[config.mk]
export PLATFORM = sky130hd
export DESIGN_NAME = mem_arbiter
export DESIGN_NICKNAME = d
export VERILOG_FILES = /design/src/rtl/mem_arb_pkg.sv /design/src/rtl/mem_arb_rr_pick.sv /design/src/rtl/mem_arbiter.sv
export SDC_FILE = /design/constraint.sdc
export NUM_CORES = 1
export LEC_CHECK = 0
export CAP_MARGIN = 5
export CELL_PAD_IN_SITES_DETAIL_PLACEMENT = 0
export CELL_PAD_IN_SITES_GLOBAL_PLACEMENT = 2
export CORE_AREA = 8 8 103 105
export CTS_CLUSTER_DIAMETER = 40
export DETAILED_ROUTE_END_ITERATION = 8
export DIE_AREA = 0 0 111 113
export DONT_BUFFER_PORTS = 1
export GPL_TIMING_DRIVEN = 0
export PLACE_DENSITY_LB_ADDON = 0.1
export SETUP_SLACK_MARGIN = 0.1
export SLEW_MARGIN = 20
export SYNTH_ARGS = -nofsm -noshare
export SYNTH_HDL_FRONTEND = slang
export SYNTH_SLANG_ARGS = --single-unit
export TNS_END_PERCENT = 50
[constraint.sdc]
create_clock -name clk -period 1.4 [get_ports clk]
set_clock_uncertainty 0.05 [all_clocks]
set_input_delay 0.21 -clock clk [delete_from_list [all_inputs] [get_ports clk]]
set_output_delay 0.21 -clock clk [all_outputs]
set_load 0.1 [all_outputs]
[src/rtl/mem_arb_pkg.sv]
// mem_arb_pkg -- shared types and helpers for the memory arbiter.
//   MAX_MASTERS     : upper bound on the number of requesting masters
//   midx_t          : master index wide enough for MAX_MASTERS
//   mem_req_t       : request payload sized for the widest supported build
//   rr_dist()       : round-robin distance of master k from the priority pointer
package mem_arb_pkg;

  localparam int MAX_MASTERS = 8;
  localparam int MAX_ADDR_W  = 64;
  localparam int MAX_DATA_W  = 128;
  localparam int MAX_BE_W    = MAX_DATA_W / 8;

  typedef logic [$clog2(MAX_MASTERS)-1:0] midx_t;

  typedef struct packed {
    logic [MAX_ADDR_W-1:0] addr;
    logic [MAX_DATA_W-1:0] wdata;
    logic [MAX_BE_W-1:0]   be;
    logic                  we;
  } mem_req_t;

  // Number of positions master k sits after ptr in the circular search order.
  function automatic int rr_dist(input int k, input int ptr, input int n);
    int d;
    d = k - ptr;
    if (d < 0) d += n;
    return d;
  endfunction

endpackage

[src/rtl/mem_arb_rr_pick.sv]
// mem_arb_rr_pick -- combinational round-robin picker.
//   req   : request vector
//   ptr   : priority pointer, the first index searched
//   gnt   : one-hot pick (zero when nothing requests)
//   valid : a pick was made
module mem_arb_rr_pick
  import mem_arb_pkg::*;
#(
  parameter int N = 2
) (
  input  logic [N-1:0] req,
  input  midx_t        ptr,
  output logic [N-1:0] gnt,
  output logic         valid
);

  // Pick the requester closest to ptr going upward with wrap.
  always_comb begin
    int best;
    best = N;
    gnt  = '0;
    for (int k = 0; k < N; k++)
      if (req[k] && rr_dist(k, int'(ptr), N) < best) best = rr_dist(k, int'(ptr), N);
    for (int k = 0; k < N; k++)
      gnt[k] = req[k] && (rr_dist(k, int'(ptr), N) == best);
    valid = |req;
  end

endmodule

[src/rtl/mem_arbiter.sv]
// mem_arbiter -- round-robin arbiter of NUM_MASTERS masters onto one memory port.
//   m_req/m_addr/m_wdata/m_be/m_we : per-master request and payload
//   m_gnt    : one-hot accept strobe (selected master, s_hit=1)
//   m_rvalid : per-master read-data valid, one cycle after a read accept
//   m_rdata  : shared read data, zero when no m_rvalid is set
//   s_*      : memory-side request; s_hit accepts it, s_data_o returns read data
// Optional build macro MEM_ARB_LOCK_EN adds m_lock: a master that is accepted
// with its lock bit set keeps the selection and the pointer stays put.
module mem_arbiter
  import mem_arb_pkg::*;
#(
  parameter  int NUM_MASTERS = 2,
  parameter  int ADDR_W      = 32,
  parameter  int DATA_W      = 32,
  localparam int BE_W        = DATA_W / 8
) (
  input  logic                                clk,
  input  logic                                rst_n,
  input  logic [NUM_MASTERS-1:0]              m_req,
  input  logic [NUM_MASTERS-1:0][ADDR_W-1:0]  m_addr,
  input  logic [NUM_MASTERS-1:0][DATA_W-1:0]  m_wdata,
  input  logic [NUM_MASTERS-1:0][BE_W-1:0]    m_be,
  input  logic [NUM_MASTERS-1:0]              m_we,
`ifdef MEM_ARB_LOCK_EN
  input  logic [NUM_MASTERS-1:0]              m_lock,
`endif
  output logic [NUM_MASTERS-1:0]              m_gnt,
  output logic [NUM_MASTERS-1:0]              m_rvalid,
  output logic [DATA_W-1:0]                   m_rdata,
  output logic [ADDR_W-1:0]                   s_addr,
  output logic [DATA_W-1:0]                   s_data_i,
  output logic [BE_W-1:0]                     s_data_en,
  output logic                                s_write_en,
  input  logic [DATA_W-1:0]                   s_data_o,
  input  logic                                s_hit
);

  midx_t                  ptr, hold_idx, rsp_idx, sel_idx;
  logic                   hold_vld, rsp_vld;
  logic [NUM_MASTERS-1:0] pick_oh, hold_oh, sel_oh;
  logic                   pick_vld, sel_vld, accept, sel_lock;
  mem_req_t               sel_req;

  mem_arb_rr_pick #(.N(NUM_MASTERS)) u_pick (
    .req   (m_req),
    .ptr   (ptr),
    .gnt   (pick_oh),
    .valid (pick_vld)
  );

`ifdef MEM_ARB_LOCK_EN
  midx_t                  lock_idx;
  logic                   lock_vld;
  logic [NUM_MASTERS-1:0] lock_oh;
`endif

  always_comb begin
    for (int i = 0; i < NUM_MASTERS; i++) begin
      hold_oh[i] = (hold_idx == midx_t'(i));
`ifdef MEM_ARB_LOCK_EN
      lock_oh[i] = (lock_idx == midx_t'(i));
`endif
    end
  end

  // A stalled selection sticks while its master keeps requesting; once it
  // drops, the picker restarts from the unchanged pointer in the same cycle.
  always_comb begin
    sel_oh = pick_oh;
    if (hold_vld && |(m_req & hold_oh)) sel_oh = hold_oh;
`ifdef MEM_ARB_LOCK_EN
    else if (lock_vld && |(m_req & lock_oh)) sel_oh = lock_oh;
`endif
    sel_vld = pick_vld;
    sel_idx = '0;
    sel_req = '0;
    for (int i = 0; i < NUM_MASTERS; i++) begin
      if (sel_oh[i]) begin
        sel_idx       = midx_t'(i);
        sel_req.addr  = MAX_ADDR_W'(m_addr[i]);
        sel_req.wdata = MAX_DATA_W'(m_wdata[i]);
        sel_req.be    = MAX_BE_W'(m_be[i]);
        sel_req.we    = m_we[i];
      end
    end
  end

`ifdef MEM_ARB_LOCK_EN
  assign sel_lock = |(m_lock & sel_oh);
`else
  assign sel_lock = 1'b0;
`endif

  assign accept     = sel_vld & s_hit;
  assign m_gnt      = {NUM_MASTERS{accept}} & sel_oh;
  // Idle presents all-zero request fields because sel_req defaults to zero.
  assign s_addr     = ADDR_W'(sel_req.addr);
  assign s_data_i   = DATA_W'(sel_req.wdata);
  assign s_data_en  = BE_W'(sel_req.be);
  assign s_write_en = sel_req.we;

  assign m_rdata = rsp_vld ? s_data_o : '0;
  always_comb
    for (int i = 0; i < NUM_MASTERS; i++)
      m_rvalid[i] = rsp_vld && (rsp_idx == midx_t'(i));

  always_ff @(posedge clk or negedge rst_n) begin
    if (!rst_n) begin
      ptr      <= '0;
      hold_vld <= 1'b0;
      hold_idx <= '0;
      rsp_vld  <= 1'b0;
      rsp_idx  <= '0;
    end else begin
      hold_vld <= sel_vld && !s_hit;
      hold_idx <= sel_idx;
      rsp_vld  <= accept && !sel_req.we;
      rsp_idx  <= sel_idx;
      if (accept && !sel_lock)
        ptr <= (sel_idx == midx_t'(NUM_MASTERS - 1)) ? '0 : sel_idx + midx_t'(1);
    end
  end

`ifdef MEM_ARB_LOCK_EN
  always_ff @(posedge clk or negedge rst_n) begin
    if (!rst_n) begin
      lock_vld <= 1'b0;
      lock_idx <= '0;
    end else if (accept) begin
      lock_vld <= sel_lock;
      lock_idx <= sel_idx;
    end else if (lock_vld && !(|(m_req & lock_oh))) begin
      lock_vld <= 1'b0;
    end
  end
`endif

endmodule

Word-level counts from Yosys, hierarchy flattened
Cells that the tools add are included.
{"block": "word_totals", "reg_bits": 8, "in_bits": 175, "out_inout_bits": 105, "wordCells": 44}
{"block": "classes", "addsub": 5, "order_cmp": 4, "n_eq_ne": 4, "n_mux": 10, "bitwise_logic": 3, "n_reduce_logical": 14}
{"cell": "two-way mux 177 bit", "count": 2}
{"cell": "two-way mux 32 bit", "count": 5}
{"cell": "adder 32 x 3 -> 32 bit (second input constant)", "count": 2}
{"cell": "equality test 32 bit", "count": 2}
{"cell": "less-than comparator 32 x 1 -> 1 bit (second input constant)", "count": 2}
{"cell": "less-than comparator 32 x 3 -> 1 bit (second input constant)", "count": 1}
{"cell": "less-than comparator 32 bit", "count": 1}
{"cell": "logical AND 1 bit", "count": 9}
{"cell": "subtractor 1 x 3 -> 4 bit (first input constant)", "count": 2}
{"cell": "equality test 3 x 1 -> 1 bit (second input constant)", "count": 2}
{"cell": "bitwise AND 2 bit", "count": 2}
{"cell": "OR reduction 2 bit", "count": 2}
{"cell": "adder 3 x 1 -> 3 bit (second input constant)", "count": 1}
{"cell": "zero test 3 bit", "count": 1}
{"cell": "two-way mux 3 bit", "count": 1}
{"cell": "zero test 1 bit", "count": 2}
{"cell": "two-way mux 2 bit", "count": 1}
{"cell": "bitwise AND 1 bit", "count": 1}
{"cell": "two-way mux 1 bit", "count": 1}

Logic depth before layout (Yosys ltp)
{"block": "logic_depth", "ltp_word": 16, "mapped_depth": 5, "depth_no_buf": 3}

By module
Synthesis repeated with hierarchy kept, for this count alone.
{"block": "hier_totals", "cells_unflattened": 201, "area_unflattened_um2": 1675.4}
{"mod": "mem_arbiter", "instances": 1, "cells_each": 150, "area_each_um2": 1281.2, "seq_area_each_um2": 100.1}
{"mod": "mem_arb_rr_pick", "instances": 1, "cells_each": 51, "area_each_um2": 394.1, "seq_area_each_um2": 0.0}

Worst setup path before layout
No wires, ideal clock.
{"block": "synth_path", "path_type": "register -> output", "start": "register hold_vld", "end": "output port s_addr[0]", "arrival_ns": 1.910, "t_required_ns": 1.140, "slack_ns": -0.770, "path_stages_with_launch": 5, "n_path_buf": 1, "path_cell_list": "dfrtp_1 > mux2_4 > a21boi_4 > buf_6 > a22o_1"}
{"block": "synth_via", "elab_chain_cells": 4}
{"element": "start: declaration", "line": "mem_arbiter.sv:39", "source": "logic hold_vld, rsp_vld;"}
{"element": "start signal: assignment", "line": "mem_arbiter.sv:115", "source": "hold_vld <= sel_vld && !s_hit;"}
{"element": "logical AND 1 bit *", "line": "mem_arbiter.sv:70", "source": "if (hold_vld && |(m_req & hold_oh)) sel_oh = hold_oh;"}
{"element": "two-way mux 2 bit *", "line": "mem_arbiter.sv:70"}
{"element": "two-way mux 177 bit", "line": "mem_arbiter.sv:78", "source": "if (sel_oh[i]) begin"}
{"element": "two-way mux 177 bit *", "line": "mem_arbiter.sv:78"}
{"element": "end: declaration", "line": "mem_arbiter.sv:30", "source": "output logic [ADDR_W-1:0] s_addr,"}
Every way passes the cells marked *; elsewhere a longest branch is shown, timed or not.

Worst setup path in the final report
{"block": "layout_path", "start": "register hold_vld", "end": "output port s_data_i[9]"}
{"block": "layout_via", "elab_chain_cells": 4}
{"element": "logical AND 1 bit *", "line": "mem_arbiter.sv:70"}
{"element": "two-way mux 2 bit *", "line": "mem_arbiter.sv:70"}
{"element": "two-way mux 177 bit", "line": "mem_arbiter.sv:78"}
{"element": "two-way mux 177 bit *", "line": "mem_arbiter.sv:78"}
{"element": "end: declaration", "line": "mem_arbiter.sv:31", "source": "output logic [DATA_W-1:0] s_data_i,"}
Marks and branches as above.

==> results_dict.tcl <==
set metrics [dict create \
    setup_viol 105 \
    p_leak_nw 0.984 \
    vias_per_cell 5.22 \
    ios 280 \
    syn_area_per_cell_um2 8.28 \
    crit_fanout 10 \
    min-delay-path-class "in -> reg" \
    final_cell_mix "69 x a22o_4, 32 x and2_4, 12 x buf_6" \
    worst_slack_ns -0.613 \
    chipWidth_um 111 \
    synth_top_family_by_area "compound AO/OA/AOI/OAI gates" \
    pwr-share-comb_pct 88.6 \
    fin_area_um2 2220 \
    grtUsageMet1_pct 9.78 \
    failed_checks "setup timing" \
    dieArea_um2 12500 \
    ant_nets 0 \
    synth-adder-area-share_pct 0 \
    grt_use_total_pct 11.9 \
    grt_antenna_before_repair 0 \
    synth-seq-cells 4 \
    power_frac_clock_pct 7.2 \
    core-area_um2 8980 \
    grt_pass1_vias 1606 \
    drc 0 \
    clk_pin_slew_worst_paths_ns 0.03 \
    r2r_slack_ns 0.01 \
    worst_setup_path_start_kind "flop" \
    dp_hpwl_mm 7.01 \
    fin_nets 328 \
    antenna_cells 0 \
    total_power_mw 3.34 \
    pwr-share-seq_pct 4.2 \
    ys_seq_area_share_pct 8.64 \
    status "finished, violations left" \
    drtPass1Iterations 4 \
    synth_area_um2 1160 \
    power.density_nw_per_um2 1500 \
    layout-drive-gt1-share_pct 88.7 \
    max_slew.worst_pin.slew_ns 0.612 \
    netlist_instances 140 \
    rows 35 \
    globalplace.congestion 0.748 \
    worst_ir_drop_vdd_uv 506 \
    p_int_mw 0.951 \
    area_delta_synth_final_pct 91.9 \
    cts_buffer_depth 2 \
    clock_latency_ns 0.22 \
    maxSlewHeadroom_pct 59.1 \
    report.final.slew_viol_count 0 \
    io_buffers 0 \
    busiest_layer "met2" \
    cp.required_ns 1.14 \
    gr-total-overflow 0 \
    fill_cells 941 \
    synthMuxAreaShare_pct 2.16 \
    fmax_mhz 497 \
    grtUsageMet2_pct 22.1 \
    worstHoldStart "s_hit" \
    synth_compound_area_share_pct 56.8 \
    cts_root_buffer "clkbuf_8" \
    holdPathStages 1 \
    grt_max_degree 11 \
    chipHeight_um 113 \
    synth_nets 315 \
    yosys.area_share.simple_pct 21.2 \
    drt_iter0_markers 44 \
    finalCritPeriodShare_pct 144 \
    arrival_ns 1.75 \
    gr-usage-met3_pct 8.25 \
    fin_crit_ns 2.01 \
    placed_cell_area_um2 1440 \
    numCtsBuffers 3 \
    p_sw_share_pct 71.5 \
    wl_per_cell_um 31.2 \
    rsz0062_at_grt "true" \
    r2r-end "ptr[0]" \
    grt_first_pass_wirelength_mm 11.7 \
    yosysWarnings 0 \
    cts_tree "done" \
    end_kind "output pin" \
    ff2ff_path_depth 6 \
    clock_sinks 4 \
    timing.rr.start "hold_vld" \
    synth_cell_types 15 \
    initial_utilization_pct 12.9 \
    final_hold_viol_count 0 \
    yosys.area_share.xor_xnor_pct 0 \
    drv_cap 0 \
    hold_path_end "hold_vld" \
    p_sw_mw 2.39 \
    htreeDepth 1 \
    dr_total_vias 1368 \
    totalWireLength_mm 8.17 \
    mostFrequentLayoutCell "a22o_4" \
    path_class "reg -> out" \
]
-- layer usage --
metal	wire (um)	up-vias	part of all wire (%)
met5	0	-	0
met4	136	0	1.7
met3	1210	10	15
met2	4410	159	54
met1	2410	621	30
li1	-	578	-
-- cell usage after synthesis --
cell       n  area [um^2]
a21oi_1    4         20.0
nor2b_1    1         6.26
nand2b_1   2         12.5
mux2_4     1         15.0
and2_1    35          219
a21boi_4   1         18.8
a21boi_0   1         7.51
o21a_1     1         7.51
a22o_1    69          604
buf_2      8         40.0
buf_6      7         78.8
nor2_1     2         7.51
mux2i_1    1         10.0
clkbuf_1   3         11.3
dfrtp_1    4          100
-- registers in the layout, summed over array words and instances, names as in the netlist --
signal,cells
ptr,1
hold_vld,1
rsp_idx,1
rsp_vld,1
-- how the worst max path moves through the flow --
stage,from,to,slack (ns),depth (start not counted)
floorplan,hold_vld,s_data_i[3],-0.76,4
global placement,hold_vld,s_data_i[9],-0.98,4
detailed placement,hold_vld,s_data_i[9],-0.98,5
CTS,hold_vld,s_write_en,-0.63,5
global route,hold_vld,s_addr[31],-0.66,5
finish,hold_vld,s_data_i[9],-0.61,5
-- power by group through the flow --
stage | logic [mW] | clock network, mW | registers [mW]
after global routing | 3.01 | 0.261 | 0.141
after floorplan | 2.44 | 0 | 0.137
after global placement | 2.57 | 0 | 0.140
final | 2.96 | 0.241 | 0.139
after CTS | 2.93 | 0.249 | 0.139
after detailed placement | 2.57 | 0 | 0.141
-- worst max-delay path, cell delays in order, from the launching register on --
cell and delay [ns]:
dfrtp_1 0.39, mux2_4 0.34, a21boi_4 0.18, buf_6 0.15
buf_8 0.15, a22o_4 0.32
-- kinds of logic after synthesis --
kind of cell	count (synthesis)
buffers and inverters	18
AOI/OAI and AO/OA	76
and+or+nand+nor	40
DFF	4
muxes	2
-- layout make-up --
type / instances / area, um^2 / share of cell area [%]
multi-input cells: 118 / 1630 / 73.4
plain buffers: 18 / 230 / 10.4
well taps: 111 / 139 / 6.25
flip-flops and latches: 4 / 100 / 4.50
repair buffers: 8 / 81.3 / 3.66
clock buffers: 3 / 41.3 / 1.86
-- what timing repair did --
| item | CTS | global route |
|---|---|---|
| buffers inserted | 6 | 0 |
| endpoints found under the setup margin | 107 | 107 |
| endpoints found under the hold margin | 4 | 0 |
| gates resized for setup | 161 | 22 |
| gates cloned | 1 | 0 |
| pin swaps | 17 | 34 |
| hold buffers | 1 | 0 |
-- through the flow --
stage	hold slack, ns	std cells	util [%]	worst slack [ns]	setup TNS, ns
floorplan	-0.136	140	-	-0.758	-44.03
global placement	-0.135	251	16.0	-0.979	-61.30
detailed placement	-0.135	251	16.0	-0.984	-62.00
CTS	0.00595	262	24.1	-0.627	-51.59
global route	0.00556	262	24.8	-0.662	-54.95
finish	0.0123	262	24.8	-0.613	-49.01
No activity file was read; power rests on OpenSTA's default activity.
